===== config.mk =====
export PLATFORM = sky130hd
export DESIGN_NAME = rgb2gray_loader
export DESIGN_NICKNAME = d
export VERILOG_FILES = /design/src/rtl/img_pkg.sv /design/src/rtl/rgb2gray_pix.sv /design/src/rtl/rgb2gray_loader.sv
export SDC_FILE = /design/constraint.sdc
export NUM_CORES = 1
export LEC_CHECK = 0
export ABC_CLOCK_PERIOD_IN_PS = 3420
export BUFFER_PORTS_ARGS = -buffer_cell sky130_fd_sc_hd__buf_2
export CAP_MARGIN = 0
export CORE_MARGIN = 2
export CORE_UTILIZATION = 43
export DETAILED_ROUTE_END_ITERATION = 7
export PLACE_DENSITY = 0.77
export SLEW_MARGIN = 25
export SYNTH_ARGS = -nofsm -noshare
export SYNTH_HDL_FRONTEND = slang
export SYNTH_SLANG_ARGS = --single-unit

===== constraint.sdc =====
create_clock -name clk -period 3.42 [get_ports clk]
set_input_delay 0.171 -clock clk [delete_from_list [all_inputs] [get_ports clk]]
set_output_delay 0.171 -clock clk [all_outputs]
set_load 0.005 [all_outputs]

===== src/rtl/img_pkg.sv =====
// Shared image-pipeline definitions: default geometry, RGB888 field positions,
// luma weights and the loader FSM state encoding.
package img_pkg;

  localparam int IMG_WIDTH_DEF  = 32;
  localparam int IMG_HEIGHT_DEF = 32;

  localparam int CH_W  = 8;
  localparam int R_LSB = 16;
  localparam int G_LSB = 8;
  localparam int B_LSB = 0;

  localparam int W_R_DEF    = 77;
  localparam int W_G_DEF    = 150;
  localparam int W_B_DEF    = 29;
  localparam int LUMA_SHIFT = 8;

  typedef enum logic [1:0] {
    ST_IDLE,
    ST_RUN,
    ST_DRAIN,
    ST_DONE
  } state_e;

endpackage


===== src/rtl/rgb2gray_pix.sv =====
// Two-stage luma unit: S1 registers the weighted channels, S2 registers the
// shifted sum. Outputs hold their last value once the pipeline empties.
module rgb2gray_pix
  import img_pkg::*;
#(
  parameter int IDX_W = 10,
  parameter int W_R   = W_R_DEF,
  parameter int W_G   = W_G_DEF,
  parameter int W_B   = W_B_DEF
) (
  input  logic             clk,
  input  logic             rst,
  input  logic             valid_i,
  input  logic [23:0]      rgb_i,
  input  logic [IDX_W-1:0] idx_i,
  output logic             valid_o,
  output logic [7:0]       gray_o,
  output logic [IDX_W-1:0] idx_o,
  output logic             busy_o
);

  logic             s1Valid_q;
  logic [IDX_W-1:0] s1Idx_q;
  logic [15:0]      pR_q, pG_q, pB_q;
  logic [15:0]      pR_d, pG_d, pB_d;

  logic             s2Valid_q;
  logic [IDX_W-1:0] s2Idx_q;
  logic [7:0]       gray_q;
  logic [15:0]      sum_d;
  logic [7:0]       gray_d;

  always_comb begin
    pR_d = 16'(rgb_i[R_LSB +: CH_W]) * 16'(W_R);
    pG_d = 16'(rgb_i[G_LSB +: CH_W]) * 16'(W_G);
    pB_d = 16'(rgb_i[B_LSB +: CH_W]) * 16'(W_B);
  end

  always_ff @(posedge clk) begin
    if (rst) begin
      s1Valid_q <= 1'b0;
      s1Idx_q   <= '0;
      pR_q      <= '0;
      pG_q      <= '0;
      pB_q      <= '0;
    end else begin
      s1Valid_q <= valid_i;
      if (valid_i) begin
        s1Idx_q <= idx_i;
        pR_q    <= pR_d;
        pG_q    <= pG_d;
        pB_q    <= pB_d;
      end
    end
  end

  // Weights sum to 256, so the 16-bit sum cannot overflow and gray never exceeds 255.
  always_comb begin
    sum_d  = pR_q + pG_q + pB_q;
    gray_d = 8'(sum_d >> LUMA_SHIFT);
  end

  always_ff @(posedge clk) begin
    if (rst) begin
      s2Valid_q <= 1'b0;
      s2Idx_q   <= '0;
      gray_q    <= '0;
    end else begin
      s2Valid_q <= s1Valid_q;
      if (s1Valid_q) begin
        s2Idx_q <= s1Idx_q;
        gray_q  <= gray_d;
      end
    end
  end

  assign valid_o = s2Valid_q;
  assign gray_o  = gray_q;
  assign idx_o   = s2Idx_q;
  assign busy_o  = s1Valid_q;

endmodule


===== src/rtl/rgb2gray_loader.sv =====
// Streams an RGB888 image out of a source BRAM, converts each pixel to luma and
// writes it to BRAM0 one word per pixel; start/done handshake with the conv stage.
module rgb2gray_loader
  import img_pkg::*;
#(
  parameter int IMG_WIDTH  = IMG_WIDTH_DEF,
  parameter int IMG_HEIGHT = IMG_HEIGHT_DEF,
  parameter int W_R        = W_R_DEF,
  parameter int W_G        = W_G_DEF,
  parameter int W_B        = W_B_DEF
) (
  input  logic        clk,
  input  logic        rst,
  input  logic        start,
  output logic        done,
  output logic [31:0] src_addr,
  output logic        src_en,
  input  logic [31:0] src_dout,
  output logic [31:0] bram0_addr,
  output logic [31:0] bram0_din,
  output logic [3:0]  bram0_we
);

  localparam int N     = IMG_WIDTH * IMG_HEIGHT;
  localparam int IDX_W = (N > 1) ? $clog2(N) : 1;
  localparam logic [IDX_W-1:0] LAST_IDX = IDX_W'(N - 1);

  if (W_R + W_G + W_B != 256) begin : gWeightCheck
    $error("rgb2gray_loader: luma weights must sum to 256");
  end

  state_e           state_q, state_d;
  logic [IDX_W-1:0] idx_q, idx_d;
  logic             rdValid_q;
  logic [IDX_W-1:0] rdIdx_q;

  logic             pixValid;
  logic [7:0]       pixGray;
  logic [IDX_W-1:0] pixIdx;
  logic             pixBusy;
  logic             unusedTopByte;

  assign unusedTopByte = ^src_dout[31:24];

  always_comb begin
    state_d = state_q;
    idx_d   = idx_q;
    case (state_q)
      ST_IDLE: begin
        if (start) begin
          state_d = ST_RUN;
          idx_d   = '0;
        end
      end
      ST_RUN: begin
        if (idx_q == LAST_IDX) begin
          state_d = ST_DRAIN;
        end else begin
          idx_d = idx_q + IDX_W'(1);
        end
      end
      // Leave DRAIN while the final write is on the BRAM0 port, so done follows it directly.
      ST_DRAIN: begin
        if (!rdValid_q && !pixBusy) begin
          state_d = ST_DONE;
        end
      end
      ST_DONE: begin
        if (!start) begin
          state_d = ST_IDLE;
        end
      end
      default: state_d = ST_IDLE;
    endcase
  end

  always_ff @(posedge clk) begin
    if (rst) begin
      state_q   <= ST_IDLE;
      idx_q     <= '0;
      rdValid_q <= 1'b0;
      rdIdx_q   <= '0;
    end else begin
      state_q   <= state_d;
      idx_q     <= idx_d;
      rdValid_q <= (state_q == ST_RUN);
      rdIdx_q   <= idx_q;
    end
  end

  assign src_en   = (state_q == ST_RUN);
  assign src_addr = src_en ? 32'({idx_q, 2'b00}) : 32'd0;
  assign done     = (state_q == ST_DONE);

  rgb2gray_pix #(
    .IDX_W (IDX_W),
    .W_R   (W_R),
    .W_G   (W_G),
    .W_B   (W_B)
  ) uPix (
    .clk     (clk),
    .rst     (rst),
    .valid_i (rdValid_q),
    .rgb_i   (src_dout[23:0]),
    .idx_i   (rdIdx_q),
    .valid_o (pixValid),
    .gray_o  (pixGray),
    .idx_o   (pixIdx),
    .busy_o  (pixBusy)
  );

  assign bram0_we   = pixValid ? 4'b1111 : 4'b0000;
  assign bram0_addr = 32'({pixIdx, 2'b00});
  assign bram0_din  = {24'd0, pixGray};

endmodule


==> results by stage, run 1 <==
Synth:
- After synthesis the cells add up to 0.00765 mm^2.
- For this run, the register share of the synthesized area comes to 25.1%.
- For this run, the number of Yosys warnings is 0.
- The number of distinct library cells after synthesis is 63.
- The register bit count reported by yosys is 96.
- The synthesized design contains 0 enable-type register cells.
- The share of async-settable or async-resettable flops after synthesis is 0%.
- A synthesized cell averages 9.24 um^2.
- Counting every instance in the synthesized netlist gives 828.
- For this run, the leading register cell type out of synthesis is sky130_fd_sc_hd__dfxtp_1.

Layout:
- The growth of design area from synthesis to finish is 7.54%.
- In the layout the commonest cells are 118 x sky130_fd_sc_hd__ha_1, 95 x sky130_fd_sc_hd__dfxtp_1, 83 x sky130_fd_sc_hd__nor2_1, 74 x sky130_fd_sc_hd__inv_1, 68 x sky130_fd_sc_hd__conb_1.
- The fraction of final layout cells sized beyond drive strength 1 is 11.9%.
- Summing all non-filler instances in the final layout gives an area of 0.00823 mm^2.
- The number of diodes added for antenna fixing is 0.
- The filler cell count in the final layout is 1660.
- Excluding fillers, the count of instances in the completed layout stands at 1107.
- The number of nets in the layout is 1068.
- The commonest non-fill, non-tap cell in the layout is sky130_fd_sc_hd__ha_1.

Placed design:
- At the end of routability-driven placement, the weighted congestion stood at 0.829.
- The area of placed instances is 0.00792 mm^2.
- The estimated wirelength of the detail-placed design is 11.1 mm.
- The number of input and output port buffers inserted is 60.
- Once placement completed, the tool counted placed cells totaling 1091.

Hold path:
- The tightest min-delay check is of the input port to flip-flop type.
- The number of instances on the worst hold path is 3.

Setup path:
- STA classifies the critical path startpoint as an input port.
- The reg2reg setup slack is 0.72 ns.
- By startpoint and endpoint, the worst setup path is classified as input port to flip-flop.
- The worst setup path is captured at a flip-flop.
- Data on the critical path is required at its endpoint by 3.67 ns.
- The worst register-to-register path has a depth of 11.
- Of all nets on the critical path, the largest fanout is 2.
- The arrival time at the worst endpoint is 3.34 ns.

Clock network:
- In this run, post-CTS repair resized a total of 0 instances.
- The later pin in the worst-skew pair is clocked with a latency of 0.35 ns.
- In this run the deepest clock path goes through 2 buffers.
- The TritonCTS clock tree is built.
- The number of CTS-inserted buffers is 9.
- The tree is rooted in a sky130_fd_sc_hd__clkbuf_16.
- The H-tree level count is 3.
- The clock drives 96 sinks.
- The clock transition at the registers of the reported paths is 0.07 ns.
- After clock tree synthesis, the flow added hold-fix buffers numbering 0.
- The setup fix buffers added after clock tree synthesis is 0.

Detailed routing:
- The number of vias per cell after detailed routing is 4.92.
- The first TritonRoute pass finished after 4 iterations.
- The detailed-route DRC error count is 0.
- The average wire per standard cell is 12.8 um.
- Detailed routing inserted a total of 5448 vias.
- The routed design has 14.2 mm of wire.
- In this run the remaining antenna-violating nets after routing total 0.
- The DRC marker count from the first detailed-route iteration is 279.

Global route:
- The final global-route overflow total is 0.
- The all-layer global routing usage is 15.8%.
- Global routing used 20.7% of the available met1 tracks.
- The initial antenna violation count came to 0.
- The most used routing layer is met2.
- The global-route wire length before repair is 24.1 mm.
- The maximum number of pins on one net before global-route repair is 59.
- The number of global-route vias before repair is 5272.
- The met2 layer usage reported by global route is 27.2%.
- The met3 usage in global routing is 1.58%.

STA:
- Between clock sinks in the finished design, the worst skew comes to 0.00889 ns.
- The worst slack on hold paths is 0.142 ns.
- Derived from the worst setup path, the maximum achievable clock frequency is 324 MHz.
- The slew at the pin with the worst max-slew slack is 0.965 ns.
- The post-layout minimum cycle time is 3.09 ns.
- The total negative slack for setup checks is 0 ns.
- Setup violations remaining at the end of the flow were counted as 0.
- The max-slew violation count is 0.
- The number of endpoints with negative hold slack in the final report is 0.
- Setup repair after global routing left no endpoint under its margin.
- The fraction of the cycle the final worst path needs is 90.2%.
- The worst slew margin relative to its limit is 35.6%.

Die:
- The region available for standard cell placement spans 0.0174 mm^2.
- The effective utilization at floorplan is 44.1%.
- The placement row count is 48.
- The die width is 137 um.
- In this run the count of I/O pins placed on the die edge is 137.
- The floorplan die area is 0.0189 mm^2.
- The die is 137 um tall.

Power:
- IR analysis of the VDD net gives a maximum drop of 0.270 mV.
- The analysis attributes to cell leakage a power of 3.96 nW.
- The power density relative to cell area is 529 mW/mm^2.
- The design draws 4.36 mW.

Outcome:
- The flow ran to the end, and the final reports show no timing, DRC or antenna violations.

Run:
- The number of violations of the max-capacitance limit is 0.
-- worst paths after layout --
| check | startpoint | to |
|---|---|---|
| worst max-delay path | src_dout[12] | uPix.pG_q[14] |
| worst max register to register | uPix.pB_q[3] | uPix.gray_o[7] |
| worst min-delay path | src_dout[16] | uPix.pR_q[0] |
| worst min register to register | rdIdx_q[0] | uPix.s1Idx_q[0] |
-- cells in the mapped netlist (7+ instances only) --
cell type                    n  area share, %
sky130_fd_sc_hd__ha_1      118             19
sky130_fd_sc_hd__dfxtp_1    96             25
sky130_fd_sc_hd__nor2_1     83            4.1
sky130_fd_sc_hd__inv_1      74            3.6
sky130_fd_sc_hd__buf_4      72            7.1
sky130_fd_sc_hd__mux2i_1    47            6.1
sky130_fd_sc_hd__fa_1       38            9.9
sky130_fd_sc_hd__a21oi_1    33            2.2
sky130_fd_sc_hd__nand2_1    30            1.5
sky130_fd_sc_hd__nor2b_1    19            1.6
sky130_fd_sc_hd__xnor2_1    18            2.1
sky130_fd_sc_hd__clkbuf_1   17           0.83
sky130_fd_sc_hd__o21ai_0    16            1.0
sky130_fd_sc_hd__nand3_1    15           0.98
sky130_fd_sc_hd__nor3_1     15           0.98
sky130_fd_sc_hd__a21o_1     13            1.3
sky130_fd_sc_hd__and2_1     11           0.90
sky130_fd_sc_hd__a211oi_1    9           0.88
sky130_fd_sc_hd__o21a_1      7           0.69
-- metal layers --
layer / wire [um] / vias up
met2: 6900 / 72
met3: 285 / 19
li1: - / 2788
met4: 254 / 0
met5: 0 / -
met1: 6770 / 2569
-- cell families after synthesis --
family	after synthesis	synth area share, %
adders and majority gates	156	29.2
muxes	47	6.15
DFF	96	25.1
AOI/OAI and AO/OA	129	12.0
xor gates and xnor gates	21	2.40
other	1	0.0490
and+or+nand+nor	206	13.0
buffers and inverters	172	12.0
-- critical path: stages --
cell                       delay [ns]
sky130_fd_sc_hd__buf_2           0.11
sky130_fd_sc_hd__ha_1            0.29
sky130_fd_sc_hd__ha_1            0.28
sky130_fd_sc_hd__inv_1           0.05
sky130_fd_sc_hd__fa_1            0.53
sky130_fd_sc_hd__inv_1           0.05
sky130_fd_sc_hd__fa_1            0.46
sky130_fd_sc_hd__ha_1            0.32
sky130_fd_sc_hd__a21o_1          0.17
sky130_fd_sc_hd__a31o_2          0.22
sky130_fd_sc_hd__a211oi_2        0.24
sky130_fd_sc_hd__a21oi_1         0.12
sky130_fd_sc_hd__xnor2_1         0.14
sky130_fd_sc_hd__o31ai_1         0.18
-- flip-flops by register name, summed over array words and instances, names as in the netlist, 2 cells and up --
name          cells
uPix.s1Idx_q     10
uPix.gray_o       8
uPix.idx_o       10
state_q           2
uPix.pG_q        15
uPix.pR_q        15
rdIdx_q          10
uPix.pB_q        13
idx_q            10
-- power breakdown --
group	total [mW]	internal (mW)	leakage (nW)	switching [mW]
sequential	1.37	1.25	0.778	0.120
clock	1.06	0.599	0.152	0.458
combinational	1.93	0.851	3.03	1.08
total	4.36	2.70	3.96	1.66
-- area by class of cell --
class | instances | area (um^2) | area share [%]
Timing Repair Buffer | 69 | 370 | 4.50
Tap cell | 225 | 282 | 3.42
Clock buffer | 10 | 239 | 2.90
Sequential cell | 96 | 1920 | 23.4
Multi-Input combinational cell | 627 | 5060 | 61.5
Clock inverter | 6 | 75.1 | 0.912
Inverter | 74 | 278 | 3.37
-- per-stage QoR --
step	setup slack, ns	utilization, %
CTS	0.337	47.4
global route	0.0509	47.4
global placement	0.0348	45.6
floorplan	0.199	-
detailed placement	-0.0112	45.6
finish	0.334	47.4
Note: power is estimated with default switching activity, not from simulation.
==> run 2: changes to the inputs <==
--- a/config.mk
+++ b/config.mk
@@ -11,8 +11,9 @@
 export CORE_MARGIN = 2
 export CORE_UTILIZATION = 43
 export DETAILED_ROUTE_END_ITERATION = 7
-export PLACE_DENSITY = 0.77
+export PLACE_DENSITY = 0.76
 export SLEW_MARGIN = 25
 export SYNTH_ARGS = -nofsm -noshare
 export SYNTH_HDL_FRONTEND = slang
+export SYNTH_HIERARCHICAL = 1
 export SYNTH_SLANG_ARGS = --single-unit
==> results by stage, run 2 <==
Synth:
- Of all flip-flops after synthesis, the portion carrying an async set or reset was 0%.
- The xor-xnor portion of the synthesized cell area is 2.63%.
- The most used flip-flop cell after synthesis is sky130_fd_sc_hd__dfxtp_1.
- The synthesized design contains 0 enable-type register cells.
- The commonest cells after synthesis are 119 x sky130_fd_sc_hd__ha_1, 96 x sky130_fd_sc_hd__dfxtp_1, 85 x sky130_fd_sc_hd__nor2_1, 83 x sky130_fd_sc_hd__inv_1, 73 x sky130_fd_sc_hd__buf_4.
- The number of distinct library cells after synthesis is 67.
- Summing the areas of all compound-gate instances in the mapped netlist gives 12.3% of the synthesized area.
- The netlist area before placement is 0.00798 mm^2.
- After synthesis, the share of cell area in mux cells is 6.04%.
- The average size of a mapped cell is 9.02 um^2.
- The fraction of the mapped netlist area in simple logic gates is 14.2%.
- The cell type with the largest total area after synthesis is sky130_fd_sc_hd__dfxtp_1.
- By area the synthesized netlist is led by sky130_fd_sc_hd__dfxtp_1 24%, sky130_fd_sc_hd__ha_1 19%, sky130_fd_sc_hd__fa_1 9.5%, sky130_fd_sc_hd__buf_4 6.9%, sky130_fd_sc_hd__mux2i_1 5.9%.
- After technology mapping, the gate count stands at 885.
- The warning count from the yosys run is 6.
- The sequential area share after synthesis is 24.1%.
- Summing the areas of all fa, ha and maj instances in the mapped netlist gives 28.2% of the synthesized area.
- The register bit count reported by yosys is 96.
- The area share of the largest cell type after synthesis is 24.1%.
- The largest family of logic cells by synthesized area is adder cells.
- The cell with the most instances after synthesis is sky130_fd_sc_hd__ha_1.

Clock network:
- The clock transition at the registers of the reported paths is 0.07 ns.
- The post-cts sizing count is 0.
- The tree built by TritonCTS fans out to 96 sinks.
- Post-CTS timing repair inserted 0 buffers for setup.
- The cell sitting at the root of the clock tree is a sky130_fd_sc_hd__clkbuf_16.
- Hold repair after CTS inserted 0 buffers.
- The TritonCTS clock tree is built.
- Counting along the longest clock path gives a buffer depth of 2.
- Buffers inserted during clock tree synthesis total 9.
- The clock latency on the worst-skew pair is 0.35 ns.
- CTS built an H-tree with a depth of 3.

STA:
- The fraction of the cycle the final worst path needs is 89.3%.
- In the final timing run, aggregate negative setup slack is 0 ns.
- The setup-violating endpoint count in the final report is 0.
- The worst path in the final design needs a cycle of 3.06 ns, including I/O delays and setup.
- On the final layout, the worst hold slack is 0.0991 ns.
- Setup repair after global routing left no endpoint under its margin.
- The post-route clock skew is 0.00891 ns.
- The max-slew violation count is 0.
- Derived from the worst setup path, the maximum achievable clock frequency is 327 MHz.
- The slew at the pin with the worst max-slew slack is 0.937 ns.
- Measured against its own limit, the worst slew margin works out to 37.5%.
- The number of endpoints with negative hold slack in the final report was 0.

Layout:
- The fraction of final layout cells sized beyond drive strength 1 is 10.7%.
- The non-filler instance count after layout is 1161.
- Leaving out fill and tap cells, the most frequent cells in the layout are 119 x sky130_fd_sc_hd__ha_1, 95 x sky130_fd_sc_hd__dfxtp_1, 85 x sky130_fd_sc_hd__nor2_1, 83 x sky130_fd_sc_hd__inv_1, 68 x sky130_fd_sc_hd__conb_1.
- The largest registers in the layout are uPix/pG_q: 15 flops, uPix/pR_q: 15 flops, uPix/pB_q: 13 flops.
- The multi-input combinational cells in the finished layout cover a total of 0.00531 mm^2.
- Summing all non-filler instances in the final layout gives an area of 0.00853 mm^2.
- The commonest non-fill, non-tap cell in the layout is sky130_fd_sc_hd__ha_1.
- The number of diodes added for antenna fixing is 0.
- The sequential cell area in the final layout is 0.00192 mm^2.
- The number of nets in the layout is 1119.
- The growth of design area from synthesis to finish is 6.85%.
- The filler cell count in the final layout is 1740.

Setup path:
- The worst register-to-register path ends at uPix/gray_o[7].
- The critical-path cell with the highest stage delay is sky130_fd_sc_hd__fa_1.
- The arrival time at the worst endpoint is 3.29 ns.
- The launching point of the worst reg2reg path is uPix/pR_q[10].
- The kind of end point of the critical path is a flip-flop.
- The setup check on the worst reg-to-reg path leaves a slack of 0.78 ns.
- The critical path goes through buf_2, ha_1, ha_1, inv_1, fa_1, fa_1, inv_1, ha_1, nand3_1, o2111ai_1, a221oi_2, nor2b_1, o41a_1.
- The setup path with the least slack is of type input port to flip-flop.
- The beginning of the critical path is src_dout[20].
- For this run, the slowest stage of the critical path takes 0.51 ns.
- The startpoint class of the critical path is an input port.
- The data required time of the worst path is 3.66 ns.
- The most numerous cell type found on the critical path is sky130_fd_sc_hd__ha_1.
- For the worst flop-to-flop path, the logic depth is 8.
- Along the worst path, the maximum fanout reaches 5.

Die:
- The top-level port count is 137.
- The placement row count is 49.
- The floorplan die area is 0.0197 mm^2.
- The die is 140 um tall.
- The floorplan step set the die width to 140 um.
- The effective utilization at floorplan is 44.1%.
- The floorplan step defined a core boundary enclosing 0.0181 mm^2.

Placed design:
- The area of placed instances is 0.00821 mm^2.
- The final weighted congestion of routability-driven global placement is 0.849.
- Summed over all nets, the half-perimeter wirelength after detailed placement is 12.2 mm.
- The number of input and output port buffers inserted is 60.
- Including well taps, the total number of placed cells is 1145.

Detailed routing:
- For this run, the detailed router's first-pass iteration total came to 5.
- After detailed routing, the average wire length per cell comes to 13.4 um.
- After detailed routing, the total wire length is 15.6 mm.
- The post-route antenna net violation count is 0.
- The number of vias per cell after detailed routing is 5.10.
- In the routed design, unresolved DRC markers number 0.
- The DRC marker count from the first detailed-route iteration is 216.
- The via count of the routed design is 5922.

Global route:
- Entering global routing, the biggest net connects 90 pins.
- The number of global-route vias before repair came to 5534.
- After global routing the overflow that remains totals 0.
- The all-layer global routing usage is 16.2%.
- The global-route wire length before repair is 26.2 mm.
- The initial antenna violation count is 1.

Power:
- The largest voltage drop on the vdd net is 0.469 mV.
- The switching share of total power is 39.2%.
- The power density relative to cell area is 505 mW/mm^2.
- The switching component of the power is 1.69 mW.
- The proportion of power drawn by flip-flops and latches is 31.2%.
- In this run, the combinational gates consume 43.7% of the power.
- The clock power share is 25.1%.
- After layout, the design draws a total of 4.31 mW.
- The cell-internal power is 2.62 mW.
- Summed over all cells, the static leakage comes to 4.13 nW.

Hold path:
- The min-delay analysis places its worst path in the category input port to flip-flop.
- The path with the worst hold slack has its endpoint at uPix/pB_q[1].
- The source of the worst hold timing path is src_dout[1].
- The number of instances on the worst hold path is 3.

Outcome:
- The flow ran to the end, and the final reports show no timing, DRC or antenna violations.

Run:
- The number of violations of the max-capacitance limit is 0.
-- run 2: cell types whose count changed in the layout (fill, tap and decap cells not counted), moves of 5 or more --
cell                      delta
sky130_fd_sc_hd__xor2_1      +9
sky130_fd_sc_hd__nand3_1     +6
sky130_fd_sc_hd__nand4_1     +9
sky130_fd_sc_hd__nand2_1     +7
sky130_fd_sc_hd__o21ai_0     +5
sky130_fd_sc_hd__xnor2_1     -6
sky130_fd_sc_hd__a21o_1      +8
sky130_fd_sc_hd__o21a_1      -5
sky130_fd_sc_hd__inv_1       +9
sky130_fd_sc_hd__nor3b_1     +5
sky130_fd_sc_hd__and2_1      -5
-- run 2: power groups by stage --
stage	Clock, mW	Combinational [mW]	Sequential [mW]
after global placement	0	1.83	1.36
after detailed placement	0	1.88	1.37
after CTS	1.10	1.89	1.34
after global routing	1.15	2.15	1.36
final	1.08	1.88	1.34
after floorplan	0	1.53	1.32
-- run 2: cells by family after synthesis --
group,after synthesis
DFF,96
other,1
buffers and inverters,189
muxes,48
and+or+nand+nor,228
adders and majority gates,157
xor gates and xnor gates,24
AOI/OAI and AO/OA,142
-- run 2: cell type report --
| cell class | instances | share of cell area (%) |
|---|---|---|
| clock inverter | 7 | 1.09 |
| clock buffer | 9 | 2.64 |
| timing repair buffer | 70 | 4.43 |
| sequential | 96 | 22.6 |
| tap | 229 | 3.36 |
| multi-input combinational | 667 | 62.3 |
| inverter | 83 | 3.65 |
-- run 2: worst max-delay path: cells and delay by family --
kind	cells	cell delay, ns
AO/OA/AOI/OAI	3	0.83
adder cells (fa/ha/maj)	5	1.90
buffers and inverters	3	0.20
AND/OR/NAND/NOR	2	0.19
-- run 2: layer usage --
layer	track usage, %	share of wire, %	vias to the layer above
li1	-	-	2999
met1	21.2	46	2783
met2	27.4	48	125
met3	2.87	4.2	15
met4	4.73	1.3	0
met5	0	0	-
-- run 2: how the worst max path moves through the flow --
stage / to / slack (ns)
3_3_place_gp: uPix/pR_q[14] / 0.03
2_1_floorplan: uPix/pR_q[14] / 0.25
3_5_place_dp: uPix/pR_q[14] / 0.006
4_1_cts: uPix/pR_q[14] / 0.37
6_report: uPix/pR_q[14] / 0.36
5_1_grt: uPix/pR_q[14] / 0.16
-- run 2: metrics by stage --
stage	worst slack, ns	util (%)
3_3_place_gp	0.0294	45.4
2_1_floorplan	0.248	-
3_5_place_dp	0.00578	45.4
5_1_grt	0.158	47.1
6_report	0.365	47.1
4_1_cts	0.372	47.1
